--- src/rtl/ritc_storage_readout_ctrl.sv ---
// ritc_storage_readout_ctrl
//   Event sequencer for the RITC sample-storage buffer, user clock domain only.
//   Arms on request, fires a capture on an external/software trigger, waits
//   for capture completion, then reads every channel of every address over
//   the storage user port. The words leave as a 32-bit valid/ready stream
//   (one header word followed by DEPTH*NCHAN samples, address-major,
//   channel-minor). The buffer is cleared after each event.
//
// Ports
//   user_clk_i, user_rst_n_i   clock, synchronous active-low reset
//   arm_i, ext_trig_i,
//   soft_trig_i, abort_i       control pulses
//   stor_trig_o, stor_clear_o  single-cycle capture start / buffer clear
//   stor_addr_o, stor_sel_o,
//   stor_rd_o, stor_wr_o       storage user port (pointer load / advance)
//   stor_dat_i                 read data, combinational on stor_addr_o[10:8]
//   stor_done_i                capture complete (level)
//   stor_sync_latch_i          sync phase, captured into the header
//   out_dat_o, out_valid_o,
//   out_last_o, out_ready_i    event word stream
//   busy_o, armed_o            status
//   timeout_o                  sticky done-wait timeout, cleared by arm_i
//   event_count_o              completed events (wraps)
module ritc_storage_readout_ctrl #(
  parameter int NCHAN        = 6,
  parameter int DEPTH        = 1024,
  parameter int RD_LATENCY   = 2,
  parameter int DONE_TIMEOUT = 4095
) (
  input  logic        user_clk_i,
  input  logic        user_rst_n_i,
  input  logic        arm_i,
  input  logic        ext_trig_i,
  input  logic        soft_trig_i,
  input  logic        abort_i,
  output logic        stor_trig_o,
  output logic        stor_clear_o,
  output logic [10:0] stor_addr_o,
  output logic        stor_sel_o,
  output logic        stor_rd_o,
  output logic        stor_wr_o,
  input  logic [31:0] stor_dat_i,
  input  logic        stor_done_i,
  input  logic        stor_sync_latch_i,
  output logic [31:0] out_dat_o,
  output logic        out_valid_o,
  output logic        out_last_o,
  input  logic        out_ready_i,
  output logic        busy_o,
  output logic        armed_o,
  output logic        timeout_o,
  output logic [15:0] event_count_o
);

  localparam int W_W = (DEPTH > 1) ? $clog2(DEPTH) : 1;
  localparam int L_W = (RD_LATENCY > 1) ? $clog2(RD_LATENCY) : 1;
  localparam int T_W = $clog2(DONE_TIMEOUT + 1);

  localparam logic [2:0]     CH_LAST = 3'(NCHAN - 1);
  localparam logic [W_W-1:0] W_LAST  = W_W'(DEPTH - 1);
  localparam logic [L_W-1:0] L_LAST  = L_W'(RD_LATENCY - 1);
  localparam logic [T_W-1:0] T_LAST  = T_W'(DONE_TIMEOUT - 1);

  typedef enum logic [3:0] {
    S_CLEAR, S_CLRWAIT, S_IDLE, S_ARMED, S_TRIG, S_WAITDONE,
    S_HEADER, S_SETPTR, S_LAT, S_CHAN, S_ADV
  } state_t;

  state_t         state;
  logic [2:0]     ch;
  logic [W_W-1:0] w;
  logic [L_W-1:0] lcnt;
  logic [T_W-1:0] tcnt;
  logic           hdr_sync;
  logic           in_hdr;
  logic           accept;

  assign accept = out_valid_o && out_ready_i;

  // Sample words are passed straight through from the storage read mux; the
  // address is held for the whole word, so the data stays stable in a stall.
  assign out_dat_o = !out_valid_o ? 32'd0 :
                     in_hdr       ? {4'hA, hdr_sync, 11'b0, event_count_o} :
                                    stor_dat_i;

  function automatic logic is_last(input logic [2:0] c, input logic [W_W-1:0] a);
    return (c == CH_LAST) && (a == W_LAST);
  endfunction

  always_ff @(posedge user_clk_i) begin
    if (!user_rst_n_i) begin
      state         <= S_CLEAR;
      stor_trig_o   <= 1'b0;
      stor_clear_o  <= 1'b0;
      stor_addr_o   <= '0;
      stor_sel_o    <= 1'b0;
      stor_rd_o     <= 1'b0;
      stor_wr_o     <= 1'b0;
      out_valid_o   <= 1'b0;
      out_last_o    <= 1'b0;
      busy_o        <= 1'b0;
      armed_o       <= 1'b0;
      timeout_o     <= 1'b0;
      event_count_o <= '0;
      ch            <= '0;
      w             <= '0;
      lcnt          <= '0;
      tcnt          <= '0;
      in_hdr        <= 1'b0;
    end else begin
      stor_trig_o  <= 1'b0;
      stor_clear_o <= 1'b0;
      stor_sel_o   <= 1'b0;
      stor_rd_o    <= 1'b0;
      stor_wr_o    <= 1'b0;
      if (arm_i) timeout_o <= 1'b0;

      if (abort_i && !(state inside {S_CLEAR, S_CLRWAIT, S_IDLE})) begin
        state        <= S_CLEAR;
        stor_clear_o <= 1'b1;
        stor_addr_o  <= '0;
        out_valid_o  <= 1'b0;
        out_last_o   <= 1'b0;
        in_hdr       <= 1'b0;
        armed_o      <= 1'b0;
        busy_o       <= 1'b1;
      end else begin
        case (state)
          // Normal entry raises the clear strobe on the way in; coming out of
          // reset it is still low, so issue it here first.
          S_CLEAR: begin
            busy_o <= 1'b1;
            if (stor_clear_o) begin
              state <= S_CLRWAIT;
              tcnt  <= '0;
            end else begin
              stor_clear_o <= 1'b1;
            end
          end
          S_CLRWAIT: begin
            if (!stor_done_i) begin
              state  <= S_IDLE;
              busy_o <= 1'b0;
            end else if (tcnt == T_LAST) begin
              timeout_o <= 1'b1;
              state     <= S_IDLE;
              busy_o    <= 1'b0;
            end else begin
              tcnt <= tcnt + 1'b1;
            end
          end
          S_IDLE: begin
            if (arm_i) begin
              state   <= S_ARMED;
              armed_o <= 1'b1;
            end
          end
          S_ARMED: begin
            if (ext_trig_i || soft_trig_i) begin
              state       <= S_TRIG;
              stor_trig_o <= 1'b1;
              armed_o     <= 1'b0;
              busy_o      <= 1'b1;
            end
          end
          S_TRIG: begin
            state <= S_WAITDONE;
            tcnt  <= '0;
          end
          S_WAITDONE: begin
            if (stor_done_i) begin
              state       <= S_HEADER;
              out_valid_o <= 1'b1;
              in_hdr      <= 1'b1;
              hdr_sync    <= stor_sync_latch_i;
            end else if (tcnt == T_LAST) begin
              timeout_o    <= 1'b1;
              state        <= S_CLEAR;
              stor_clear_o <= 1'b1;
            end else begin
              tcnt <= tcnt + 1'b1;
            end
          end
          S_HEADER: begin
            if (accept) begin
              state       <= S_SETPTR;
              out_valid_o <= 1'b0;
              in_hdr      <= 1'b0;
              stor_sel_o  <= 1'b1;
              stor_wr_o   <= 1'b1;
              stor_addr_o <= '0;
              w           <= '0;
            end
          end
          S_SETPTR: begin
            state <= S_LAT;
            lcnt  <= '0;
          end
          S_LAT: begin
            if (lcnt == L_LAST) begin
              state       <= S_CHAN;
              ch          <= '0;
              stor_addr_o <= '0;
              out_valid_o <= 1'b1;
              out_last_o  <= is_last(3'd0, w);
            end else begin
              lcnt <= lcnt + 1'b1;
            end
          end
          S_CHAN: begin
            if (accept) begin
              if (ch != CH_LAST) begin
                ch          <= ch + 3'd1;
                stor_addr_o <= {ch + 3'd1, 8'b0};
                out_last_o  <= is_last(ch + 3'd1, w);
              end else if (w != W_LAST) begin
                state       <= S_ADV;
                out_valid_o <= 1'b0;
                out_last_o  <= 1'b0;
                stor_sel_o  <= 1'b1;
                stor_rd_o   <= 1'b1;
                stor_addr_o <= '0;
              end else begin
                event_count_o <= event_count_o + 16'd1;
                state         <= S_CLEAR;
                stor_clear_o  <= 1'b1;
                out_valid_o   <= 1'b0;
                out_last_o    <= 1'b0;
                stor_addr_o   <= '0;
              end
            end
          end
          S_ADV: begin
            w     <= w + 1'b1;
            state <= S_LAT;
            lcnt  <= '0;
          end
          default: state <= S_CLEAR;
        endcase
      end
    end
  end

endmodule
--- config.mk ---
export PLATFORM = sky130hd
export DESIGN_NAME = ritc_storage_readout_ctrl
export DESIGN_NICKNAME = d
export VERILOG_FILES = /design/src/rtl/ritc_storage_readout_ctrl.sv
export SDC_FILE = /design/constraint.sdc
export NUM_CORES = 1
export LEC_CHECK = 0
export ABC_AREA = 1
export ABC_CLOCK_PERIOD_IN_PS = 1660
export CORE_MARGIN = 5
export CORE_UTILIZATION = 44
export DETAILED_ROUTE_END_ITERATION = 8
export PLACE_DENSITY = 0.83
export SLEW_MARGIN = 10
export SYNTH_ARGS = -nofsm -noshare
export SYNTH_HDL_FRONTEND = slang
export SYNTH_SLANG_ARGS = --single-unit
export TNS_END_PERCENT = 30
--- constraint.sdc ---
create_clock -name user_clk_i -period 1.66 [get_ports user_clk_i]
set_input_delay 0.332 -clock user_clk_i [delete_from_list [all_inputs] [get_ports user_clk_i]]
set_output_delay 0.332 -clock user_clk_i [all_outputs]
set_load 0.03 [all_outputs]
==> results of run 1 <==
per-layer routing:
layer	global-route usage	wire length, um
met2	0.399	6720
met3	0.0540	1250
met5	0	0
met4	0.0888	424
met1	0.259	5390
cells by family after synthesis:
| group | count (synthesis) | share of synthesized area |
|---|---|---|
| and+or+nand+nor | 369 | 0.411 |
| AOI/OAI and AO/OA | 105 | 0.131 |
| buffers and inverters | 100 | 0.106 |
| DFF | 61 | 0.301 |
| xor gates and xnor gates | 13 | 0.0279 |
| adders and majority gates | 7 | 0.0214 |
| other | 1 | 0.000918 |
cell type report:
cell class / count / area share
Clock buffer: 11 / 0.0217
Clock inverter: 5 / 0.0124
Inverter: 77 / 0.0495
Multi-Input combinational cell: 503 / 0.445
Sequential cell: 61 / 0.209
Tap cell: 111 / 0.0230
Timing Repair Buffer: 155 / 0.240
repair_timing:
action / 4_1_cts / 5_1_grt
pin swaps: 4 / 14
endpoints found under the setup margin: 90 / 82
buffers inserted: 1 / 3
gates resized for setup: 66 / 74
hold buffers: 0 / 0
cloned: 1 / 2
per-stage QoR:
stage	TNS (ns)	std cells
2_1_floorplan	0	663
4_1_cts	-0.129	918
5_1_grt	-1.51	923
3_3_place_gp	-4.12	900
6_report	-0.158	923
3_5_place_dp	-5.56	900
worst register-to-register path: cells and delay by family (launching register included):
family	cells	cell delay, ns
flip-flops	1	0.40
XOR/XNOR	1	0.16
buffers and inverters	1	0.12
adder cells (fa/ha/maj)	1	0.33
AND/OR/NAND/NOR	4	0.43
AO/OA/AOI/OAI	1	0.11
flip-flops by register name, indices dropped and copies added (netlist names), 3 cells and up:
signal,cells
event_count_o,16
ch,3
stor_addr_o,3
state,4
w,10
tcnt,12
placed cells by master (no fill, tap or decap), types with 10 or more instances in the layout:
cell             count
a21oi_1             52
nand4_1             14
dfxtp_1             47
o21ai_0             19
nand3_1             34
nor2_2              14
nor3_1              10
nand2_1            166
nand2_2             10
buf_6               20
buf_4               61
clkdlybuf4s50_1     40
dlygate4sd2_1       29
inv_1               65
o21ai_1             12
xor2_1              10
nor2_1              88
power breakdown:
group	total, mW	internal [mW]	switching [mW]
combinational	1.71	0.647	1.06
clock	1.42	0.838	0.583
sequential	1.65	1.55	0.104
worst max-delay path by stage:
stage,start,cells past startpoint,to
floorplan,out_valid_o,4,out_dat_o[19]
global placement,stor_done_i,8,tcnt[9]
detailed placement,out_ready_i,8,state[1]
CTS,in_hdr,4,out_dat_o[14]
global route,in_hdr,4,out_dat_o[11]
finish,in_hdr,4,out_dat_o[11]
==> results_dict.tcl, run 1 <==
set metrics [dict create \
    cts_tree "built" \
    regArea_sq_um 1260 \
    r2r_slack_ns 0.05 \
    violations "setup timing" \
    r2r-end "tcnt[8]" \
    critPathLaunchType "flip-flop" \
    holdPathStages 2 \
    clockRootBuffer "clkbuf_8" \
    min_period_ns 1.71 \
    start_util 0.446 \
    postSynthCellCount 656 \
    path_class "flip-flop to output pin" \
    synth_seq_cells 61 \
    drv_cap 0 \
    crit_fanout 13 \
    worst_slack_ns -0.0510 \
    multi_input_area_sq_um 2690 \
    cts.sinks 61 \
    gr-total-overflow 0 \
    gp_congestion 0.955 \
    finalSetupViolCount 7 \
    worstHoldEndpoint "timeout_o" \
    crit_path_cell_trace "buf_16 -> o21ai_0 -> nor2_2 -> buf_6" \
    drive_above_1_share 0.240 \
    peakVddDrop_uv 500 \
    wl_per_cell_um 14.9 \
    syn-mean-instance-area_sq_um 6.23 \
    antenna_found_initial 0 \
    min_from "timeout_o" \
    timing.fmax_mhz 584 \
    ys_seq_area_frac 0.301 \
    grt_pass1_wl_mm 20.8 \
    place_ws_ns -0.200 \
    required_ns 1.33 \
    reg2regPathDepth 8 \
    hold_viol 0 \
    synth_common_cells "nand2_1, nor2_1, inv_1, a21oi_1, dfxtp_1" \
    htree_levels 3 \
    fin_hold_ws_ns 0.470 \
    reg2reg_from "tcnt[1]" \
    dieArea_sq_um 11300 \
    clock_skew_ns 0.00821 \
    drcViolationCount 0 \
    fillers 750 \
    fin_area_sq_um 6040 \
    pin_count 110 \
    first_iter_violations 268 \
    core-area_sq_um 9150 \
    crit_family "flip-flops" \
    endpoint_kind "output pin" \
    rsz0062_at_grt "true" \
    crit_buf_inv 2 \
    async_reset_ff_frac 0 \
    dp_hpwl_mm 10.1 \
    netlist_area_sq_um 4090 \
    cts_made_buffers 9 \
    synthFlopType "dfxtp_1" \
    io_buffers 101 \
    max_stage_delay_ns 0.40 \
    place_area_sq_um 5470 \
    cp.arrival_ns 1.38 \
    synth-edff-count 1 \
    outcome "complete, but fails checks" \
    ys_types 37 \
    clock_path_buffers 2 \
    grt_pass1_vias 4589 \
    power_mw 4.78 \
    synth_top_area_share 0.294 \
    clk_latency_ns 0.35 \
    synth_top_area_cell "dfxtp_1" \
    yosys.cell_count.top_type "nand2_1" \
    grt_start_max_net_pins 27 \
    num_vias 4926 \
    nNetsFinal 855 \
    post-route-period-util 1.03 \
    netlist_top_cells_area "dfxtp_1, nand2_1, nor2_1" \
    power_density_nw_per_um2 791 \
    grt_usage 0.225 \
    ant_nets 0 \
    ys_warn_count 0 \
    routed_wl_mm 13.8 \
    fp.dieH_um 106 \
    cp_slowest_cell "dfxtp_4" \
    synthToLayoutAreaGrowth_pct 47.9 \
    clk_pin_slew_ns 0.07 \
    post-route-util 0.660 \
    hold_class "flip-flop to flip-flop" \
    slew_violations 0 \
    core.rowCount 35 \
    via_per_inst 5.34 \
    power_leakage_nw 2.63 \
    die_width_um 106 \
    drt_pass1_iterations 5 \
    n_antenna_cell 0 \
]
Power figures use the tool's default switching activity.
==> run 2: changes to the inputs <==
Settings changed: CAP_MARGIN set to 20, GPL_ROUTABILITY_DRIVEN set to 0.
==> results_dict.tcl, run 2 (same netlist as run 1, synthesis figures left out) <==
set metrics [dict create \
    outcome "complete, but fails checks" \
    violations "setup timing" \
    use_met2 0.389 \
    clk_latency_ns 0.35 \
    power_leakage_nw 2.56 \
    ant_nets 0 \
    synthToLayoutAreaGrowth_pct 44.5 \
    power_mw 4.58 \
    largest_reg_flops 16 \
    routed_wl_mm 13.3 \
    nNetsFinal 844 \
    n_antenna_cell 0 \
    worst_slack_ns -0.0352 \
    r2r-end "event_count_o[11]" \
    final_common_cell "nand2_1" \
    start_util 0.446 \
    clockRootBuffer "clkbuf_8" \
    grt_pass1_vias 4514 \
    regMostFlops "event_count_o" \
    endpoint_kind "output pin" \
    min_period_ns 1.70 \
    largestRegisters "event_count_o x16, tcnt x12, w x10" \
    path_class "flip-flop to output pin" \
    r2r_slack_ns 0.09 \
    grt_use_met1 0.255 \
    regArea_sq_um 1250 \
    timing.fmax_mhz 590 \
    drcViolationCount 0 \
    clock_path_buffers 2 \
    drive_above_1_share 0.220 \
    num_vias 4888 \
    crit_fanout 5 \
    pin_count 110 \
    fillers 798 \
    cts_tree "built" \
    clk_pin_slew_ns 0.08 \
    peakVddDrop_uv 761 \
    holdPathStages 2 \
    cts_made_buffers 9 \
    hold_class "flip-flop to flip-flop" \
    fin_hold_ws_ns 0.465 \
    rsz0062_at_grt "true" \
    grt_usage 0.222 \
    min_from "lcnt" \
    grt_start_max_net_pins 27 \
    antenna_found_initial 0 \
    hold_viol 0 \
    io_buffers 101 \
    worstHoldEndpoint "lcnt" \
    clock_skew_ns 0.0132 \
    first_iter_violations 391 \
    max_stage_delay_ns 0.41 \
    gr-total-overflow 0 \
    slew_violations 0 \
    via_per_inst 5.36 \
    die_width_um 106 \
    grt_pass1_wl_mm 20.5 \
    required_ns 1.33 \
    core.rowCount 35 \
    fin_tns_setup_ns -0.254 \
    grt.busiest_layer "met2" \
    critPathLaunchType "flip-flop" \
    post-route-period-util 1.02 \
    fp.dieH_um 106 \
    drt_pass1_iterations 6 \
    final_cell_mix "nand2_1, nor2_1, inv_1" \
    crit_path_cell_trace "clkinvlp_4 -> nor2_1 -> nor2_2 -> buf_4" \
    multi_input_area_sq_um 2670 \
    dieArea_sq_um 11300 \
    wl_per_cell_um 14.6 \
    cp.arrival_ns 1.36 \
    dp_hpwl_mm 9.63 \
    cts.sinks 61 \
    htree_levels 3 \
    cp_slowest_cell "dfxtp_4" \
    reg2regPathDepth 8 \
    power_density_nw_per_um2 775 \
    grtUsageMet3 0.0565 \
    finalSetupViolCount 21 \
    reg2reg_from "state[2]" \
    core-area_sq_um 9150 \
    drv_cap 0 \
]
==> run 2: how the worst max path moves through the flow <==
stage | startpoint | endpoint | cells past startpoint
after global routing | in_hdr | out_dat_o[6] | 4
after global placement | stor_done_i | tcnt[11] | 8
after detailed placement | out_ready_i | ch[0] | 7
final | in_hdr | out_dat_o[6] | 4
after floorplan | out_valid_o | out_dat_o[19] | 4
after CTS | in_hdr | out_dat_o[31] | 5
==> run 2: per-stage QoR <==
stage                     std cells   util  worst slack (ns)  instance area, sq um
after CTS                       910  0.622           -0.0295                  5690
after global placement          892  0.591            -0.140                  5410
after floorplan                 663      -            0.0174                  4150
after detailed placement        892  0.591            -0.215                  5410
final                           912  0.645           -0.0352                  5900
after global routing            912  0.645            -0.111                  5900
==> run 2: where the power goes <==
group	internal [mW]	total (mW)	switching [mW]
Combinational	0.630	1.63	1.00
Clock	0.690	1.31	0.616
Sequential	1.54	1.64	0.101
==> run 2: repair_timing <==
item | in CTS | in global routing
endpoints found under the hold margin | 0 | 0
endpoints found under the setup margin | 97 | 84
cloned | 1 | 1
buffers inserted | 1 | 1
gates resized for setup | 57 | 55
pin swaps | 1 | 10
hold buffers | 0 | 0
==> run 2: metal layers <==
metal / vias up / routed length (um)
met1: 2213 / 5160
met3: 47 / 1200
met4: 0 / 412
li1: 2384 / -
met5: - / 0
met2: 244 / 6570
==> run 2: final cells by class <==
| class | instances | area share |
|---|---|---|
| Tap cell | 111 | 0.0235 |
| Multi-Input combinational cell | 502 | 0.453 |
| Timing Repair Buffer | 145 | 0.230 |
| Sequential cell | 61 | 0.212 |
| Inverter | 77 | 0.0496 |
| Clock buffer | 10 | 0.0216 |
| Clock inverter | 6 | 0.0108 |
==> run 2: critical path, delay by kind of cell, from the launching register on <==
kind	cells	cell delay, ns
DFF	1	0.41
buffers and inverters	2	0.35
and+or+nand+nor	2	0.25
